**src/rtl/cla16_accumulator.sv**
```systemverilog
// ---------------------------------------------------------------------------
// cla16_accumulator
//
// Sums a run of `len` unsigned 16-bit operands taken from a valid/ready
// input stream and presents the total, plus a sticky carry-out flag, on a
// valid/ready output. Every add goes through a two-level carry-lookahead
// adder (cla16, defined below in this file).
//
// Optional feature:
//   CLA_ACC_SAT_EN  when defined, an add that carries out loads the
//                   accumulator with 16'hFFFF instead of the wrapped sum.
//                   Without the macro the sum wraps modulo 2^16.
//
// Handshake semantics (both ports): a transfer happens on a rising clk edge
// where valid && ready are both 1. valid/ready never depend on each other
// combinationally, and rst blocks every transfer in the cycle it is high.
//
// Ports (cla16_accumulator):
//   clk        in   single clock, rising edge
//   rst        in   synchronous active-high reset
//   start      in   begin an accumulation (honoured only in IDLE)
//   len        in   LEN_W operand count, sampled with start (0 allowed)
//   in_valid   in   operand valid
//   in_data    in   16-bit unsigned operand
//   in_ready   out  operand accepted this cycle when in_valid is high
//   out_valid  out  result available
//   out_ready  in   downstream takes the result
//   out_sum    out  accumulator register
//   out_ovf    out  sticky carry-out register
//   busy       out  state is not IDLE
// ---------------------------------------------------------------------------

// ---------------------------------------------------------------------------
// cla16: 16-bit carry-lookahead adder.
// Four 4-bit groups; each group produces a group generate/propagate pair,
// the group carries are computed in parallel from those pairs, and each
// group then resolves its internal bit carries from its own carry-in.
//   a, b  in   addends
//   cin   in   carry in
//   s     out  sum
//   c     out  carry out of bit 15
// ---------------------------------------------------------------------------
module cla16 (
  input  logic [15:0] a,
  input  logic [15:0] b,
  input  logic        cin,
  output logic [15:0] s,
  output logic        c
);

  logic [15:0] g;   // bit generate
  logic [15:0] p;   // bit propagate
  logic [3:0]  gg;  // group generate
  logic [3:0]  gp;  // group propagate
  logic [4:0]  gc;  // group carry-in; gc[4] is the final carry out
  logic [15:0] bc;  // carry into each bit

  always_comb begin
    g = a & b;
    p = a ^ b;

    // Group generate / propagate over bits [4k+3 : 4k].
    gg = '0;
    gp = '0;
    for (int k = 0; k < 4; k++) begin
      gg[k] = g[4*k+3]
            | (p[4*k+3] & g[4*k+2])
            | (p[4*k+3] & p[4*k+2] & g[4*k+1])
            | (p[4*k+3] & p[4*k+2] & p[4*k+1] & g[4*k]);
      gp[k] = p[4*k+3] & p[4*k+2] & p[4*k+1] & p[4*k];
    end

    // Second-level lookahead: every group carry is a flat sum of products.
    gc[0] = cin;
    gc[1] = gg[0] | (gp[0] & cin);
    gc[2] = gg[1] | (gp[1] & gg[0]) | (gp[1] & gp[0] & cin);
    gc[3] = gg[2] | (gp[2] & gg[1]) | (gp[2] & gp[1] & gg[0])
          | (gp[2] & gp[1] & gp[0] & cin);
    gc[4] = gg[3] | (gp[3] & gg[2]) | (gp[3] & gp[2] & gg[1])
          | (gp[3] & gp[2] & gp[1] & gg[0])
          | (gp[3] & gp[2] & gp[1] & gp[0] & cin);

    // First-level lookahead inside each group.
    bc = '0;
    for (int k = 0; k < 4; k++) begin
      bc[4*k]   = gc[k];
      bc[4*k+1] = g[4*k] | (p[4*k] & gc[k]);
      bc[4*k+2] = g[4*k+1] | (p[4*k+1] & g[4*k])
                | (p[4*k+1] & p[4*k] & gc[k]);
      bc[4*k+3] = g[4*k+2] | (p[4*k+2] & g[4*k+1])
                | (p[4*k+2] & p[4*k+1] & g[4*k])
                | (p[4*k+2] & p[4*k+1] & p[4*k] & gc[k]);
    end

    s = p ^ bc;
    c = gc[4];
  end

endmodule

// ---------------------------------------------------------------------------
// cla16_accumulator: control FSM (IDLE -> ACC -> DONE -> IDLE) around cla16.
// ---------------------------------------------------------------------------
module cla16_accumulator #(
  parameter int LEN_W = 8
) (
  input  logic             clk,
  input  logic             rst,
  input  logic             start,
  input  logic [LEN_W-1:0] len,
  input  logic             in_valid,
  input  logic [15:0]      in_data,
  output logic             in_ready,
  output logic             out_valid,
  input  logic             out_ready,
  output logic [15:0]      out_sum,
  output logic             out_ovf,
  output logic             busy
);

  typedef enum logic [1:0] {
    S_IDLE = 2'd0,
    S_ACC  = 2'd1,
    S_DONE = 2'd2
  } state_t;

  state_t           state_q, state_d;
  logic [15:0]      acc_q, acc_d;
  logic             ovf_q, ovf_d;
  logic [LEN_W-1:0] remaining_q, remaining_d;

  logic [15:0]      cla_s;
  logic             cla_c;
  logic             in_beat;
  logic             out_beat;

  // The single adder: accumulator + incoming operand.
  cla16 u_cla16 (
    .a   (acc_q),
    .b   (in_data),
    .cin (1'b0),
    .s   (cla_s),
    .c   (cla_c)
  );

  assign in_beat  = in_valid && in_ready;
  assign out_beat = out_valid && out_ready;

  // -------------------------------------------------------------------------
  // State and datapath registers
  // -------------------------------------------------------------------------
  always_ff @(posedge clk) begin
    if (rst) begin
      state_q     <= S_IDLE;
      acc_q       <= '0;
      ovf_q       <= 1'b0;
      remaining_q <= '0;
    end else begin
      state_q     <= state_d;
      acc_q       <= acc_d;
      ovf_q       <= ovf_d;
      remaining_q <= remaining_d;
    end
  end

  // -------------------------------------------------------------------------
  // Next-state logic
  // -------------------------------------------------------------------------
  always_comb begin
    state_d = state_q;
    case (state_q)
      S_IDLE: begin
        // A zero-length run skips ACC and reports the cleared sum.
        if (start) state_d = (len == '0) ? S_DONE : S_ACC;
      end
      S_ACC: begin
        if (in_beat && (remaining_q == LEN_W'(1))) state_d = S_DONE;
      end
      S_DONE: begin
        if (out_beat) state_d = S_IDLE;
      end
      default: state_d = S_IDLE;
    endcase
  end

  // -------------------------------------------------------------------------
  // Datapath next values
  // -------------------------------------------------------------------------
  always_comb begin
    acc_d       = acc_q;
    ovf_d       = ovf_q;
    remaining_d = remaining_q;
    case (state_q)
      S_IDLE: begin
        if (start) begin
          acc_d       = '0;
          ovf_d       = 1'b0;
          remaining_d = len;
        end
      end
      S_ACC: begin
        if (in_beat) begin
`ifdef CLA_ACC_SAT_EN
          // Clamp on carry-out. Once acc is 16'hFFFF any non-zero operand
          // carries again and a zero operand leaves it unchanged, so the
          // clamp holds for the rest of the run without extra state.
          acc_d = cla_c ? 16'hFFFF : cla_s;
`else
          acc_d = cla_s;
`endif
          ovf_d       = ovf_q | cla_c;
          remaining_d = remaining_q - LEN_W'(1);
        end
      end
      default: ;
    endcase
  end

  // -------------------------------------------------------------------------
  // Outputs. Handshake strobes are masked by rst so no transfer can happen
  // in a reset cycle.
  // -------------------------------------------------------------------------
  always_comb begin
    in_ready  = (state_q == S_ACC)  && !rst;
    out_valid = (state_q == S_DONE) && !rst;
    busy      = (state_q != S_IDLE);
    out_sum   = acc_q;
    out_ovf   = ovf_q;
  end

endmodule

```
**config.mk**
```make
export PLATFORM = sky130hd
export DESIGN_NAME = cla16_accumulator
export DESIGN_NICKNAME = d
export VERILOG_FILES = /design/src/rtl/cla16_accumulator.sv
export SDC_FILE = /design/constraint.sdc
export NUM_CORES = 1
export LEC_CHECK = 0
export ABC_AREA = 1
export BUFFER_PORTS_ARGS = -buffer_cell sky130_fd_sc_hd__buf_2
export CORE_ASPECT_RATIO = 0.8
export CORE_UTILIZATION = 50
export CTS_BUF_LIST = sky130_fd_sc_hd__clkbuf_4 sky130_fd_sc_hd__clkbuf_8
export DETAILED_ROUTE_END_ITERATION = 8
export MAX_ROUTING_LAYER = met4
export PLACE_DENSITY = 0.75
export SYNTH_ARGS = -nofsm -noshare
export SYNTH_HDL_FRONTEND = slang
export SYNTH_HIERARCHICAL = 1
export SYNTH_SLANG_ARGS = --single-unit
```
**constraint.sdc**
```tcl
create_clock -name clk -period 2.36 [get_ports clk]
set_clock_uncertainty 0.2 [all_clocks]
set_input_delay 0.236 -clock clk [delete_from_list [all_inputs] [get_ports clk]]
set_output_delay 0.236 -clock clk [all_outputs]
set_load 0.05 [all_outputs]
```
==> out/results.tsv <==
metric	value	unit
status	completed	
pwr-share-clk	0.174	
p_sw_frac	0.454	
syn_to_final_growth	20.2	%
portBuffers	48	
end_kind	register	
power_frac_seq	0.343	
die_y	61.1	um
internal-power	896	uW
multi_input_area	1500	um^2
synth_cell_type_count	31	
power_frac_comb	0.483	
clockRootBuffer	clkbuf_8	
drt_iter0_markers	146	
critical_path_class	register to register	
grt_max_degree	24	
rows	21	
die_w	75.9	um
setup_viol	0	
die_area	4640	um^2
worstPathRequired	2.37	ns
worst_pin_slew	0.509	ns
antenna_left	0	
clock-sinks	27	
synth_fa_ha_area_frac	0.140	
synth.avg_cell_area	6.56	um^2
drc	0	
start_kind	register	
cts-htree-levels	1	
vias_per_cell	5.07	
muxShareOfSynthArea	0	
via_count	2229	
clkLatencyLatePin	0.28	ns
fp.coreArea	4180	um^2
cts_tree	done	
synth_top_family_by_area	simple AND/OR/NAND/NOR gates	
hold_viol_final	0	
netlist_instances	333	
hold_buffers	0	
ios	49	
nets	435	
syn_area	2180	um^2
wl_per_cell	12.1	um
antenna_found_initial	0	
synth-xor-area-share	0.0281	
vdd_ir_drop_max	0.436	mV
track_usage	0.248	
yosys_register_bits	27	
routabilityCongestion	0.922	
cap_violations	0	
worstPathArrival	2.27	ns
yosysWarnings	6	
grt_pass1_wl	8.51	mm
grt_pass1_vias	1946	
yosys.area_share.simple	0.390	
routed_wl	5.33	mm
crit_path_max_fanout	4	
power_switching	744	uW
hpwl	3.91	mm
n_fill_cell	400	
power.total	1640	uW
hp-class	input port to register	
synth_seq_area_share	0.248	
stdcell_count	440	
post-route-min-period	2.25	ns
worstRegToRegCells	9	
clk_pin_slew	0.11	ns
seqCellArea	552	um^2
powerDensity	625	nW/um^2
antenna_cells	0	
slew-limit-headroom	0.661	
fin_crit_sh	0.955	
drv_slew	0	
drt_first_pass_iters	4	
drive_gt1_frac	0.253	
start_util	0.523	
post_cts.repair.setup_buffers	0	
p_leak	0.00140	uW
synth_compound_area_frac	0.0934	
cts_max_path_buffers	2	
hold_depth	3	
placedCellCount	436	
fmax	443	MHz
grt_remaining_overflow	0	
numCtsBuffers	3	
-- state kept, by name, indices dropped and copies added, names as in the netlist --
signal	cells
remaining_q	8
state_q	2
out_ovf	1
out_sum	16
-- cells in the final DEF, fill, tap and decap left out, types with 6 or more instances in the layout --
cell     instances
ha_1            12
nand2_2          8
o21ai_0          6
buf_2           48
nand3_1         52
dfxtp_2          9
dfxtp_1         18
a21oi_1         25
nor2_1          21
nand2_1         87
inv_1           41
-- area by class of cell --
type / instances / area share
multi-input combinational: 252 / 0.572
sequential: 27 / 0.210
inverter: 47 / 0.0672
tap: 57 / 0.0272
clock buffer: 3 / 0.0157
timing repair buffer: 53 / 0.106
clock inverter: 1 / 0.00191
-- worst paths after layout --
check,endpoint,start,slack [ns]
hold / removal,remaining_q[2],len[2],0.05
setup / recovery,out_sum[13],out_sum[11],0.11
setup reg to reg,out_sum[13],out_sum[11],0.11
hold reg to reg,remaining_q[1],remaining_q[1],0.26
-- power by group through the flow --
stage | clock (uW) | sequential (uW) | combinational, uW
after floorplan | 0 | 632 | 521
after global placement | 0 | 567 | 753
after detailed placement | 0 | 569 | 769
after CTS | 290 | 559 | 772
after global routing | 316 | 571 | 894
final | 285 | 563 | 792
-- timing repair --
action | 4_1_cts | 5_1_grt
endpoints found under the setup margin | 0 | 3
hold endpoints to repair | 0 | 0
resized for setup | 0 | 8
-- critical path, stage by stage (launching register included) --
cell and delay [ns]:
dfxtp_2 0.34, ha_1 0.34, a21oi_1 0.20, nand2_1 0.10, a21oi_2 0.12, nand2_2 0.10, fa_2 0.36, xor2_1 0.17
nand3_1 0.10, a21oi_1 0.15
-- routing by layer --
layer / GRT usage / routed length [um] / vias up
li1: - / - / 1167
met1: 0.342 / 2550 / 990
met2: 0.384 / 2410 / 68
met3: 0.0475 / 335 / 4
met4: 0.0397 / 30 / 0
met5: - / 0 / -
-- logic make-up (layout without fill, tap and decap cells) --
family / count (synthesis) / count (layout)
buffers and inverters: 55 / 104
AO/OA/AOI/OAI: 37 / 37
adder cells (fa/ha/maj): 22 / 22
other: 1 / 2
AND/OR/NAND/NOR: 184 / 184
flip-flops: 27 / 27
XOR/XNOR: 7 / 7
-- cells in the mapped netlist (all sizes together) --
library cell,number,area (um^2)
a21oi,27,143
a221oi,2,17.5
a31oi,1,6.26
and2,1,6.26
buf,3,21.3
clkbuf,5,18.8
clkinv,3,11.3
conb,1,3.75
dfxtp,27,541
fa,4,80.1
ha,18,225
inv,44,165
nand2,98,408
nand3,55,290
nand3b,1,7.51
nand4,1,6.26
nor2,25,114
nor3,3,20.0
o21a,1,7.51
o21ai,6,30.0
xnor2,2,17.5
xor2,5,43.8
-- per-stage QoR --
stage | util | cell area [um^2] | setup WS [ns] | hold slack, ns | setup TNS, ns
after global routing | 0.628 | 2620 | -0.0129 | 0.0641 | -0.0250
after detailed placement | 0.600 | 2510 | 0.00871 | 0.239 | 0
after global placement | 0.600 | 2510 | 0.136 | 0.243 | 0
final | 0.628 | 2620 | 0.105 | 0.0541 | 0
after CTS | 0.611 | 2550 | 0.00587 | 0.0543 | 0
after floorplan | - | 2200 | 0.0254 | 0.203 | 0
Note: power is estimated with default switching activity, not from simulation.
